### src/rtl/ann_pkg.sv
// Shared definitions for the ANN loader: datapath matrix-select codes,
// loader state encoding and default widths.
package ann_pkg;

    localparam int unsigned DATA_W_DEF   = 21;
    localparam int unsigned NARROW_W_DEF = 11;

    localparam logic [1:0] MAT_IN   = 2'b00;
    localparam logic [1:0] MAT_W1   = 2'b01;
    localparam logic [1:0] MAT_W2   = 2'b10;
    localparam logic [1:0] MAT_NONE = 2'b11;

    typedef enum logic [2:0] {
        ST_IDLE  = 3'd0,
        ST_LD_IN = 3'd1,
        ST_LD_W1 = 3'd2,
        ST_LD_W2 = 3'd3,
        ST_FLUSH = 3'd4
    } state_e;

endpackage

### src/rtl/ann_sat.sv
// Combinational signed saturator: clamps a DATA_W word to the signed
// NARROW_W range and flags when clipping happened.
module ann_sat #(
    parameter int unsigned DATA_W   = ann_pkg::DATA_W_DEF,
    parameter int unsigned NARROW_W = ann_pkg::NARROW_W_DEF
) (
    input  logic [DATA_W-1:0] i_data,
    output logic [DATA_W-1:0] o_data_c,
    output logic              o_clip_c
);

    localparam logic signed [DATA_W-1:0] SAT_MAX = DATA_W'((64'sd1 <<< (NARROW_W - 1)) - 64'sd1);
    localparam logic signed [DATA_W-1:0] SAT_MIN = ~SAT_MAX;

    logic signed [DATA_W-1:0] w_in;

    assign w_in = $signed(i_data);

    always_comb begin
        o_data_c = i_data;
        o_clip_c = 1'b0;
        if (w_in > SAT_MAX) begin
            o_data_c = SAT_MAX;
            o_clip_c = 1'b1;
        end else if (w_in < SAT_MIN) begin
            o_data_c = SAT_MIN;
            o_clip_c = 1'b1;
        end
    end

endmodule

### src/rtl/ann_loader.sv
// Stream-to-datapath sequencer for the 2x2 ANN: writes input matrix and
// (optionally) both weight matrices one element per beat. ANN_LOADER_RANGE_CHK_EN
// enables saturation of narrow-matrix beats and the sticky sat_flag output.
module ann_loader
    import ann_pkg::*;
#(
    parameter int unsigned DATA_W   = DATA_W_DEF,
    parameter int unsigned NARROW_W = NARROW_W_DEF
) (
    input  logic              clk,
    input  logic              rst,
    input  logic              start,
    input  logic              keep_w,
    input  logic [DATA_W-1:0] s_data,
    input  logic              s_valid,
    output logic              s_ready,
    output logic [1:0]        mat_sel,
    output logic [1:0]        adr,
    output logic [DATA_W-1:0] w2,
    output logic              busy,
    output logic              frame_done,
    output logic [7:0]        frame_cnt
`ifdef ANN_LOADER_RANGE_CHK_EN
    ,
    output logic              sat_flag
`endif
);

    if (NARROW_W < 2 || NARROW_W > DATA_W) begin : g_param_chk
        $error("ann_loader: NARROW_W must be in 2..DATA_W");
    end

    state_e            r_state;
    state_e            w_state_nxt;
    logic [1:0]        r_cnt;
    logic              r_keep_w;
    logic              r_s_ready;
    logic [1:0]        r_mat_sel;
    logic [1:0]        r_adr;
    logic [DATA_W-1:0] r_w2;
    logic              r_busy;
    logic              r_frame_done;
    logic [7:0]        r_frame_cnt;
    logic [1:0]        w_mat_cur;
    logic              w_xfer;
    logic              w_last;
    logic [DATA_W-1:0] w_data;

    assign w_xfer = s_valid & r_s_ready;
    assign w_last = w_xfer & (r_cnt == 2'd3);

    // Next state and the matrix targeted by a beat accepted this cycle
    always_comb begin
        w_state_nxt = r_state;
        w_mat_cur   = MAT_NONE;
        case (r_state)
            ST_IDLE: begin
                if (start) w_state_nxt = ST_LD_IN;
            end
            ST_LD_IN: begin
                w_mat_cur = MAT_IN;
                if (w_last) w_state_nxt = r_keep_w ? ST_FLUSH : ST_LD_W1;
            end
            ST_LD_W1: begin
                w_mat_cur = MAT_W1;
                if (w_last) w_state_nxt = ST_LD_W2;
            end
            ST_LD_W2: begin
                w_mat_cur = MAT_W2;
                if (w_last) w_state_nxt = ST_FLUSH;
            end
            ST_FLUSH: w_state_nxt = ST_IDLE;
            default:  w_state_nxt = ST_IDLE;
        endcase
    end

`ifdef ANN_LOADER_RANGE_CHK_EN
    logic [DATA_W-1:0] w_sat_data;
    logic              w_clip;
    logic              w_narrow;
    logic              r_sat_flag;

    ann_sat #(
        .DATA_W   (DATA_W),
        .NARROW_W (NARROW_W)
    ) u_sat (
        .i_data   (s_data),
        .o_data_c (w_sat_data),
        .o_clip_c (w_clip)
    );

    // Output weights keep full precision; only the narrow matrices saturate
    assign w_narrow = (w_mat_cur == MAT_IN) || (w_mat_cur == MAT_W1);
    assign w_data   = w_narrow ? w_sat_data : s_data;

    always_ff @(posedge clk) begin
        if (rst) begin
            r_sat_flag <= 1'b0;
        end else if (w_xfer && w_narrow && w_clip) begin
            r_sat_flag <= 1'b1;
        end
    end

    assign sat_flag = r_sat_flag;
`else
    assign w_data = s_data;
`endif

    // State register plus registered datapath write port and status
    always_ff @(posedge clk) begin
        if (rst) begin
            r_state      <= ST_IDLE;
            r_cnt        <= 2'd0;
            r_keep_w     <= 1'b0;
            r_s_ready    <= 1'b0;
            r_mat_sel    <= MAT_NONE;
            r_adr        <= 2'd0;
            r_w2         <= '0;
            r_busy       <= 1'b0;
            r_frame_done <= 1'b0;
            r_frame_cnt  <= 8'd0;
        end else begin
            r_state      <= w_state_nxt;
            r_s_ready    <= (w_state_nxt == ST_LD_IN) || (w_state_nxt == ST_LD_W1) ||
                            (w_state_nxt == ST_LD_W2);
            r_busy       <= (w_state_nxt != ST_IDLE);
            r_frame_done <= (r_state == ST_FLUSH);
            // Strobe must drop to MAT_NONE on any non-transfer cycle
            r_mat_sel    <= w_xfer ? w_mat_cur : MAT_NONE;
            if (r_state == ST_FLUSH) begin
                r_frame_cnt <= r_frame_cnt + 8'd1;
            end
            if (r_state == ST_IDLE && start) begin
                r_cnt    <= 2'd0;
                r_keep_w <= keep_w;
            end
            if (w_xfer) begin
                r_adr <= r_cnt;
                r_w2  <= w_data;
                r_cnt <= r_cnt + 2'd1;
            end
        end
    end

    assign s_ready    = r_s_ready;
    assign mat_sel    = r_mat_sel;
    assign adr        = r_adr;
    assign w2         = r_w2;
    assign busy       = r_busy;
    assign frame_done = r_frame_done;
    assign frame_cnt  = r_frame_cnt;

endmodule

### config.mk
export PLATFORM = sky130hd
export DESIGN_NAME = ann_loader
export DESIGN_NICKNAME = d
export VERILOG_FILES = /design/src/rtl/ann_pkg.sv /design/src/rtl/ann_sat.sv /design/src/rtl/ann_loader.sv
export SDC_FILE = /design/constraint.sdc
export NUM_CORES = 1
export LEC_CHECK = 0
export CORE_MARGIN = 2
export CORE_UTILIZATION = 42
export CTS_BUF_LIST = sky130_fd_sc_hd__clkbuf_4 sky130_fd_sc_hd__clkbuf_8 sky130_fd_sc_hd__clkbuf_16
export DETAILED_ROUTE_END_ITERATION = 8
export HOLD_SLACK_MARGIN = 0.02
export PLACE_DENSITY = 0.78
export SLEW_MARGIN = 20
export SYNTH_ARGS = -nofsm -noshare
export SYNTH_HDL_FRONTEND = slang
export SYNTH_SLANG_ARGS = --single-unit
### constraint.sdc
create_clock -name clk -period 1.9 [get_ports clk]
set_input_delay 0.57 -clock clk [delete_from_list [all_inputs] [get_ports clk]]
set_output_delay 0.57 -clock clk [all_outputs]
set_load 0.02 [all_outputs]
# == Word level (Yosys, flattened, before mapping) ==
# Index checks and enable logic that the tools add are counted.
# totals
output_inout_bits,36
regBits,42
inputBits,26
elab_cells,39
# op_classes
reduce_logical,7
n_bitwise,3
n_addsub,2
eq_ne,8
n_mux,9
# op_table
operator,count
3-bit 2-to-1 mux,5
"3-bit by 2-bit == test with 1-bit output, second input constant",4
3-bit case mux with 4 select lines,1
"8-bit by 1-bit adder with 8-bit output, second input constant",1
"3-bit by 1-bit == test with 1-bit output, second input constant",2
2-bit case mux with 3 select lines,1
2-bit 2-to-1 mux,2
"3-bit == test, second input constant",1
3-bit logical NOT,1
3-bit nonzero test,1
"2-bit by 1-bit adder with 2-bit output, second input constant",1
1-bit bitwise AND,2
"2-bit == test, second input constant",1
1-bit logical OR,2
2-bit nonzero test,1
2-bit OR reduction,1
1-bit logical AND,1
1-bit NOT,1

# == Depth between registers and ports, before layout ==
# logic_depth
ltp_word,7
mapped_depth,5
depth_no_buf,4

# == Least setup slack after synthesis ==
# Ideal clock, no wire load.
# synth_path
path_kind,reg-to-reg
startpoint,register r_state[1]
endpoint,"register r_frame_cnt[7], in the netlist frame_cnt[7]"
setup_time_ns,0.121
stages_incl_launch_ff,6
t_required_ns,1.779
setup_slack_ns,0.242
synth_period_minus_slack_ns,1.658
n_path_buf,2
t_arrival_ns,1.537
cell_sequence,dfxtp_1 -> buf_6 -> or3b_1 -> buf_6 -> nor4_1 -> mux2_2
# synth_between
elab_chain_len,1
# synth_lines
element,line_no,source
start: declaration,ann_loader.sv:33,state_e r_state;
start signal: assignment,ann_loader.sv:123,r_state <= w_state_nxt;
3-bit == test,ann_loader.sv:130,if (r_state == ST_FLUSH) begin
end signal: assignment,ann_loader.sv:131,r_frame_cnt <= r_frame_cnt + 8'd1;
end: declaration,ann_loader.sv:43,logic [7:0] r_frame_cnt;
# Every way passes these cells.
# A chain may end at the register's enable or synchronous reset.

# == Worst setup path after layout ==
# layout_path
startpoint,"register r_frame_cnt[1], in the netlist frame_cnt[1]"
endpoint,output frame_cnt[1]
# layout_lines
element,line_no,source
end: declaration,ann_loader.sv:22,output logic [7:0] frame_cnt
# No word-level cell between the ends.

==> summary.txt <==
Yosys
  • Mapped Area: 1570 µm²
  • Synth Register Bits: 42
  • EDFF count, synth: 0
  • Synth area leaders: dfxtp_1 53%, nand2_1 12%, a21oi_1 9.2%
  • Syn_area_per_cell: 8.55 µm²
  • Yosys cell types: 32
  • Ys flop type: dfxtp_1
  • Ys Warns: 0
  • Post-synth ARST share: 0%
  • Post-synth top area share: 53.4%
  • Syn Nets: ~210
  • Post-synthesis sequential area ratio: 53.4%
  • Post-Syn Instances: 184
  • Leading area contributor after synthesis: dfxtp_1

Clock network
  • CTS Hold Bufs: 0
  • Htree depth: 2
  • Post-CTS setup buffer count: 0
  • Worst-Skew Late Latency: roughly 0.29 ns
  • CTS clk-pin slew, worst paths: 0.07 ns
  • Max Buffers Root-to-Sink: 2
  • Root Driver: clkbuf_8
  • CTS tree: done
  • Total CTS buffers: 5
  • TritonCTS Sinks: 42

Cells and area
  • Final std cells w/o fill: approximately 300
  • Core Util, Final: 65.3%
  • Sequential cell area: 841 µm²
  • Ant. Diodes: 0
  • Multi-input logic area: about 660 µm²
  • Final net count: between 200 and 300
  • P&R area growth vs syn: 50.7%
  • Fillers: ~340
  • Fraction of layout cells with a size suffix above 1: 8.70%

Power
  • Sequential power share: 54.6%
  • Clock Power Share: 32.3%
  • Int Power: around 1.3 mW
  • Leak Pwr: 0.925 nW
  • Power Density: just over 700 nW/µm²
  • Pwr Total: 1.69 mW
  • Worst VDD drop: 0.466 mV
  • Combinational fraction of design power: 13.1%
  • Sw Pwr: 380 µW
  • Net Sw Frac: roughly 22%

Outcome
  • Status: finished, final reports clean

Setup path
  • Worst r2r path cells: 3
  • Setup Crit Path Kind: reg -> out
  • Delay-heaviest family, CP: buffers and inverters
  • FF-to-FF End: frame_cnt[7]
  • Critical Path AT: 1.28 ns
  • Cell Chain, Critical Path: clkdlybuf4s50_1
  • CP max FO: 4
  • Worst setup SP type: flip-flop
  • Critical Path RT: 1.33 ns
  • Worst Path Buf+Inv: 1
  • Slowest stage cell on the critical path: clkdlybuf4s50_1
  • Critical Path Sink Type: output pin
  • Max incr delay on CP: 0.62 ns
  • Critical R2R Launch: r_state[1]
  • R2r setup slk: 0.28 ns

STA
  • RSZ-0062 raised after global routing: no
  • Setup violators final: 0
  • FMAX: 539 MHz
  • Skew final: 0.00520 ns
  • Final Hold Fails: 0
  • Final slew viol count: 0
  • Setup ws final: 0.0463 ns
  • Slew @ Worst Pin: 0.285 ns
  • Min Tclk post-route: 1.85 ns
  • Fin crit share: 97.6%
  • Setup tns final: 0 ns
  • Slew Limit Headroom: 80.8%

Place
  • RD Place Congestion: 0.806
  • Worst slack, placed: -0.130 ns
  • Dpl cells: 294
  • Buffers on Ports: 61
  • DP HPWL: 2.47 mm

Die
  • Die Area: 4250 µm²
  • Die Wd: 65.2 µm
  • Die Span Y: approximately 65 µm
  • Core box area: 3630 µm²
  • Site Rows: 22
  • Initial core utilization: 43.3%
  • Boundary Pins: 62

Routing
  • Post-route ant nets: 0
  • Total Wirelength: about 3.5 mm
  • Initial DRC count: 52
  • Post-DR vias/cell: 4.92
  • Average wire per standard cell: between 10 and 15 µm
  • Routed vias: 1481
  • DRT Pass-1 Iters: 4
  • DRC: 0

GRT
  • Grt ovf: 0
  • Largest net degree at the start of global routing: 21
  • Grt met1 use: 20.5%
  • GR peak layer: met2
  • GR met3 Demand/Resource: 4.97%
  • Initial antenna violation count: 0
  • First-pass GRT wire length: between 5 and 6 mm
  • Met2 Resource Use GR: between 20% and 30%
  • Number of global-route vias before repair: between 1k and 1.5k
  • Total GRT Usage: 17.1%

Hold path
  • Hold crit path type: reg -> reg
  • Worst Min Path Start: w2[18]
  • WHS Endpoint: w2[18]
  • Worst hold stages: 2

Run
  • Max cap viols: 0
[state kept, by name, summed over array words and instances (netlist names)]
register    count
adr             2
mat_sel         2
w2             21
busy            1
r_cnt           2
r_state         3
frame_done      1
r_keep_w        1
frame_cnt       8
s_ready         1
[cell usage after synthesis, types with 2 or more instances]
cell	number
inv_1	3
nand3_1	5
o31ai_1	2
nand2_1	51
mux2i_1	2
buf_1	3
or3_1	2
clkbuf_1	7
o21ai_0	2
a21oi_1	29
nor2_1	8
o211ai_1	2
o21a_1	2
ha_1	2
buf_6	2
or4_1	2
xor2_1	2
nor4_1	3
dfxtp_1	42
[cells in the final DEF (no fill, tap or decap), types with 2 or more instances in the layout]
cell	n
nor4_1	3
inv_1	3
or4_1	2
or3_1	2
o21a_1	2
nand2_1	51
clkdlybuf4s50_1	57
nor2_1	8
ha_1	2
a21oi_1	29
buf_4	13
nand3_1	5
clkbuf_8	5
xor2_1	2
mux2i_1	2
dlymetal6s2s_1	3
clkbuf_4	2
dfxtp_1	42
o31ai_1	2
o21ai_0	2
o211ai_1	2
[per-stage QoR]
step           hold WS [ns]  area, µm²
2_1_floorplan         0.449       1570
6_report              0.454       2370
5_1_grt               0.471       2370
4_1_cts               0.459       2360
3_5_place_dp          0.449       2280
3_3_place_gp          0.441       2280
[repair_timing]
| action | 4_1_cts | 5_1_grt |
|---|---|---|
| cloned | 0 | 0 |
| gates resized for setup | 1 | 3 |
| endpoints found under the setup margin | 1 | 3 |
[metal layers]
layer  vias up  part of all wire, %
met3         9                  5.3
li1        754                    -
met4         0                  2.5
met1       676                   45
met2        42                   48
met5         -                    0
[worst max path at each step]
stage | from | to | slack (ns) | cells after the start
floorplan | r_state[1] | frame_cnt[7] | 0.24 | 5
global placement | start | r_keep_w | -0.13 | 4
detailed placement | start | r_keep_w | -0.13 | 4
CTS | frame_cnt[0] | frame_cnt[0] | 0.009 | 1
global route | frame_cnt[5] | frame_cnt[5] | 0.01 | 1
finish | frame_cnt[1] | frame_cnt[1] | 0.05 | 1
[layout make-up]
class,instances,area share [%]
clock buffers,7,3.53
well taps,48,2.53
inverters,3,0.475
multi-input cells,127,27.9
repair buffers,74,30.1
flip-flops and latches,42,35.4
[power groups by stage]
stage                     clock network (mW)  logic, mW  registers, mW
after floorplan                            0     0.0662          0.969
after global placement                     0      0.219          0.941
after detailed placement                   0      0.221          0.941
after CTS                              0.572      0.222          0.921
after global routing                   0.616      0.241          0.923
final                                  0.546      0.221          0.921
[cells by family (layout without fill, tap and decap cells)]
group | count (synthesis) | after routing | synth area share, %
XOR/XNOR | 3 | 3 | 1.67
adder cells (fa/ha/maj) | 2 | 2 | 1.59
AND/OR/NAND/NOR | 79 | 79 | 22.5
flip-flops | 42 | 42 | 53.4
AO/OA/AOI/OAI | 40 | 40 | 14.3
buffers and inverters | 15 | 84 | 4.53
multiplexers | 3 | 3 | 1.99
No activity file was read; power rests on OpenSTA's default activity.
